[config.mk]
export PLATFORM = sky130hd
export DESIGN_NAME = uart_tx_cfg
export DESIGN_NICKNAME = d
export VERILOG_FILES = /design/src/rtl/uart_tx_cfg.sv
export SDC_FILE = /design/constraint.sdc
export NUM_CORES = 1
export LEC_CHECK = 0
export ABC_AREA = 1
export CAP_MARGIN = 20
export CORE_ASPECT_RATIO = 1.75
export CORE_MARGIN = 8
export CORE_UTILIZATION = 49
export CTS_CLUSTER_SIZE = 8
export DETAILED_ROUTE_END_ITERATION = 8
export GPL_ROUTABILITY_DRIVEN = 0
export PLACE_DENSITY = 0.85
export SLEW_MARGIN = 40
export SYNTH_ARGS = -nofsm -noshare
export SYNTH_HDL_FRONTEND = slang
export SYNTH_SLANG_ARGS = --single-unit
[constraint.sdc]
create_clock -name clk -period 1.5 [get_ports clk]
set_input_delay 0.3 -clock clk [delete_from_list [all_inputs] [get_ports clk]]
set_output_delay 0.3 -clock clk [all_outputs]
set_load 0.02 [all_outputs]
[src/rtl/uart_tx_cfg.sv]
// Parametrised UART transmitter: start bit, DATA_BITS data bits LSB first,
// optional odd/even parity, 1 or 2 stop bits, valid/ready load gated by cts.
module uart_tx_cfg #(
  parameter int CLKS_PER_BIT = 87,
  parameter int DATA_BITS    = 8,
  parameter int PARITY       = 0,
  parameter int STOP_BITS    = 1
) (
  input  logic                 clk,
  input  logic                 reset,
  input  logic [DATA_BITS-1:0] tx_data,
  input  logic                 tx_valid,
  output logic                 tx_ready,
  input  logic                 cts,
  output logic                 txd,
  output logic                 busy,
  output logic                 tx_done,
  output logic [2:0]           dbg_state_o
);

  if (CLKS_PER_BIT < 2) begin : g_bad_clks_per_bit
    $error("uart_tx_cfg: CLKS_PER_BIT must be >= 2");
  end
  if (DATA_BITS < 5 || DATA_BITS > 9) begin : g_bad_data_bits
    $error("uart_tx_cfg: DATA_BITS must be 5..9");
  end
  if (PARITY < 0 || PARITY > 2) begin : g_bad_parity
    $error("uart_tx_cfg: PARITY must be 0, 1 or 2");
  end
  if (STOP_BITS != 1 && STOP_BITS != 2) begin : g_bad_stop_bits
    $error("uart_tx_cfg: STOP_BITS must be 1 or 2");
  end

  localparam int CNT_W = $clog2(CLKS_PER_BIT);
  localparam int IDX_W = $clog2(DATA_BITS);
  localparam logic [CNT_W-1:0] BAUD_LAST = CNT_W'(CLKS_PER_BIT - 1);
  localparam logic [IDX_W-1:0] DATA_LAST = IDX_W'(DATA_BITS - 1);
  localparam logic             STOP_LAST = (STOP_BITS == 2);

  typedef enum logic [2:0] {
    S_IDLE   = 3'd0,
    S_START  = 3'd1,
    S_DATA   = 3'd2,
    S_PARITY = 3'd3,
    S_STOP   = 3'd4
  } state_t;

  state_t                 state_q;
  logic                   txd_q;
  logic                   done_q;
  logic [CNT_W-1:0]       baud_q;
  logic [IDX_W-1:0]       idx_q;
  logic                   stop_q;
  logic [DATA_BITS-1:0]   shift_q;
  logic                   par_q;
  logic                   baud_end;

  // Handshake: a word transfers on any clk edge where tx_valid && tx_ready;
  // tx_ready only rises in IDLE with cts high and reset low, and tx_data is
  // sampled on that edge alone.
  assign tx_ready    = (state_q == S_IDLE) && cts && !reset;
  assign txd         = txd_q;
  assign tx_done     = done_q;
  assign busy        = (state_q != S_IDLE);
  assign dbg_state_o = state_q;
  assign baud_end    = (baud_q == BAUD_LAST);

  always_ff @(posedge clk) begin
    if (reset) begin
      state_q <= S_IDLE;
      txd_q   <= 1'b1;
      done_q  <= 1'b0;
      baud_q  <= '0;
      idx_q   <= '0;
      stop_q  <= 1'b0;
      shift_q <= '0;
      par_q   <= 1'b0;
    end else begin
      done_q <= 1'b0;
      case (state_q)
        S_IDLE: begin
          txd_q  <= 1'b1;
          baud_q <= '0;
          idx_q  <= '0;
          stop_q <= 1'b0;
          if (tx_valid && tx_ready) begin
            shift_q <= tx_data;
            par_q   <= (PARITY == 1) ? ~^tx_data : ^tx_data;
            state_q <= S_START;
            txd_q   <= 1'b0;
          end
        end
        S_START: begin
          if (baud_end) begin
            baud_q  <= '0;
            state_q <= S_DATA;
            txd_q   <= shift_q[0];
            shift_q <= shift_q >> 1;
          end else begin
            baud_q <= baud_q + CNT_W'(1);
          end
        end
        S_DATA: begin
          if (baud_end) begin
            baud_q <= '0;
            if (idx_q == DATA_LAST) begin
              if (PARITY != 0) begin
                state_q <= S_PARITY;
                txd_q   <= par_q;
              end else begin
                state_q <= S_STOP;
                txd_q   <= 1'b1;
              end
            end else begin
              // shift_q already advanced, so bit 0 is the next data bit
              idx_q   <= idx_q + IDX_W'(1);
              txd_q   <= shift_q[0];
              shift_q <= shift_q >> 1;
            end
          end else begin
            baud_q <= baud_q + CNT_W'(1);
          end
        end
        S_PARITY: begin
          if (baud_end) begin
            baud_q  <= '0;
            state_q <= S_STOP;
            txd_q   <= 1'b1;
          end else begin
            baud_q <= baud_q + CNT_W'(1);
          end
        end
        S_STOP: begin
          txd_q <= 1'b1;
          if (baud_end) begin
            baud_q <= '0;
            if (stop_q == STOP_LAST) begin
              state_q <= S_IDLE;
              stop_q  <= 1'b0;
              done_q  <= 1'b1;
            end else begin
              stop_q <= 1'b1;
            end
          end else begin
            baud_q <= baud_q + CNT_W'(1);
          end
        end
        default: begin
          state_q <= S_IDLE;
          txd_q   <= 1'b1;
        end
      endcase
    end
  end

endmodule

==> reports/metrics.cfg <==
[drt]
top_layer = met4
vias = 1576
drt-initial-drc-count = 43
wl_met3_um = 187
routedWlPerCell_um = 13.52
drt-met1-wl_mm = 1.483
drc = 0
routed_via_density = 5.510
wl_mm = 3.866
ant_nets = 0
firstDrtPassIters = 4
wl_met2_mm = 2.085

[critical_path]
critPathBufInv = 4
slowest_delay_ps = 420
cp.arrival_ps = 1670
regToRegStartpoint = idx_q[0]$_SDFFE_PP0P_
required_ps = 1670
critical_path_class = in2reg
ff2ff_path_depth = 9
crit_fanout = 14
crit_slowest_cell = clkdlybuf4s50_1
cp_cell_sequence = clkdlybuf4s50_1 > inv_1 > buf_4 > nand3_2 > nand2_4 > nand2_2 > nor2_4 > buf_12 > nand3_1 > nand2_1 > nor2_1
cp_top_family = buffers and inverters
worst_setup_path_start_kind = primary input
r2r_end = shift_q[6]$_SDFFE_PP0P_
reg2reg_slack_ps = 10
end_kind = register

[placement]
dp_cells = 281
detailed_place_hpwl_mm = 2.692
portBuffers = 18

[synth]
synth_cell_type_count = 26
synthCells = 216
synth-edff-count = 0
synth_seq_cells = 24
synth_top_family_by_area = simple AND/OR/NAND/NOR gates
synth-simple-area-share_pct = 43.16
syn_avg_cell_area_um2 = 6.522
muxShareOfSynthArea_pct = 0
synth-compound-area-share_pct = 10.66
synth-main-ff-cell = dfxtp_1
async_reset_ff_share_pct = 0
synth_area_um2 = 1409
ys_seq_area_share_pct = 34.10
ys.warnings.count = 0
synth-xor-area-share_pct = 0
syn_nets = 232
synthAdderAreaFrac_pct = 3.552

[timing]
rsz0062_at_grt = yes
finalSetupTns_ps = 0
slew_headroom_pct = 84.57
finalSetupViolCount = 0
max_slew.worst_pin.slew_ps = 230.7
finalHoldViolations = 0
fin_crit_ps = 1500
fmax_mhz = 666.8
final-max-slew-violation-count = 0
fin_skew_ps = 2.333
fin_crit_sh_pct = 99.98

[min_path]
min-delay-start = idx_q[2]$_SDFFE_PP0P_
min-delay-path-class = reg2reg
holdPathStages = 2
hold_path_end = idx_q[2]$_SDFFE_PP0P_

[clock_tree]
ctsHoldBuffers = 0
htreeDepth = 1
cts_sinks = 24
cts_buffers = 3
cts_tree = yes
clk_root_buffer_cell = clkbuf_8
cts_max_path_buffers = 2
clock_latency_ps = 270
clk_pin_slew_worst_paths_ps = 80

[final_layout]
final_cells = 286
final_cell_mix = 50 x nand2_1, 32 x nand3_1, 25 x buf_4, 24 x dfxtp_1, 21 x nor2_1
fill_cells = 223
diodes = 0
nets = 276
synthToLayoutAreaGrowth_pct = 34.72
layout_commonest_cell = nand2_1
drive_gt1_share_pct = 24.42
postLayoutCoreUtil_pct = 67.06

[die]
core_um2 = 2830
die_w_um = 56.54
die_y_um = 86.94
ios = 19
die-area_um2 = 4915
num_rows = 26
start_util_pct = 49.78

[run]
maxCapViolations = 0

[grt]
grt_pass1_wl_mm = 5.968
grt_overflow = 0
antenna_found_initial = 0
grt_pass1_vias = 1450
grt_max_degree = 15
grtUsageTotal_pct = 14.58

[power]
leakage_nw = 0.8924
total_power_mw = 1.538
power_density_nw_per_um2 = 810.1
power.share.combinational_pct = 29.3
pwr-share-seq_pct = 45.6
p_sw_mw = 0.4756
p_int_mw = 1.062
ir_drop_uv = 698.3
netSwitchingFraction_pct = 30.93
clkPwrFrac_pct = 25.1

[run_status]
status = completed

-- Yosys cell counts (2+ instances only) --
master,number,area [um2]
dfxtp_1,24,480.5
nor2_4,2,22.52
nand3_2,3,30.03
o21ai_0,7,35.03
and3_1,2,12.51
nand2_2,3,18.77
nor2_1,25,93.84
inv_2,2,7.510
nand3_1,33,165.2
a21oi_1,19,95.09
nor2_2,5,31.28
nand4_1,3,18.77
inv_1,20,75.07
nand2_1,53,198.9
ha_1,4,50.05
-- flip-flops by register name, indices dropped and copies added (netlist names) --
name,count
baud_q,7
dbg_state_o,3
idx_q,3
shift_q,8
stop_q,1
tx_done,1
txd,1
-- routing by layer --
layer / vias up / global-route usage [%]
li1: 790 / -
met1: 724 / 14.05
met2: 51 / 27.96
met3: 11 / 2.339
met4: 0 / 7.692
met5: - / 0
-- worst register-to-register path, stage by stage, from the launching register on --
cell and delay [ps]:
dfxtp_1 330, ha_1 200, ha_1 180, inv_2 90
nand3_1 90, nand2_2 120, buf_12 140, nand3_1 100
nand2_1 90, nor2_1 50
-- stage by stage --
step	cell area [um2]	hold WS [ps]	setup slack, ps
finish	1898	477.2	0.2340
global route	1898	501.3	-95.12
CTS	1837	478.2	4.578
detailed placement	1785	460.1	-424.3
global placement	1785	456.1	-372.8
floorplan	1409	421.1	16.65
-- timing repair --
action                     4_1_cts  5_1_grt
resized for setup               13       21
pin swaps                        1        4
setup endpoints to repair       14       22
buffers inserted                 1        1
-- power by group through the flow --
stage	sequential [mW]	combinational (mW)	clock [mW]
6_report	0.701	0.450	0.386
3_5_place_dp	0.716	0.402	0
4_1_cts	0.701	0.415	0.393
2_1_floorplan	0.724	0.238	0
3_3_place_gp	0.714	0.393	0
5_1_grt	0.707	0.497	0.415
-- cell type report --
cell class	instances	area, um2	share of cell area, %
Multi-Input combinational cell	164	858.3	45.22
Sequential cell	24	480.5	25.31
Timing Repair Buffer	44	391.6	20.63
Inverter	23	91.34	4.812
Clock buffer	3	41.29	2.175
Tap cell	28	35.03	1.846
-- how the worst max path moves through the flow --
stage                     cells after the start  slack, ps                        start                           to
after global routing                         10       -100       baud_q[0]$_SDFFE_PP0P_      shift_q[7]$_SDFFE_PP0P_
final                                        11        0.2                        reset      shift_q[6]$_SDFFE_PP0P_
after CTS                                    10          5  dbg_state_o[1]$_SDFFE_PP0P_      shift_q[0]$_SDFFE_PP0P_
after floorplan                               7         20  dbg_state_o[2]$_SDFFE_PP0P_  dbg_state_o[2]$_SDFFE_PP0P_
after global placement                        5       -370                        reset                     tx_ready
after detailed placement                      5       -420                        reset                     tx_ready
-- cells by family (layout without fill, tap and decap cells) --
logic type / after synthesis / in the layout
simple gates: 131 / 131
fa+ha+maj: 4 / 4
compound gates: 29 / 29
buf+inv: 28 / 70
flops: 24 / 24
No activity file was read; power rests on OpenSTA's default activity.
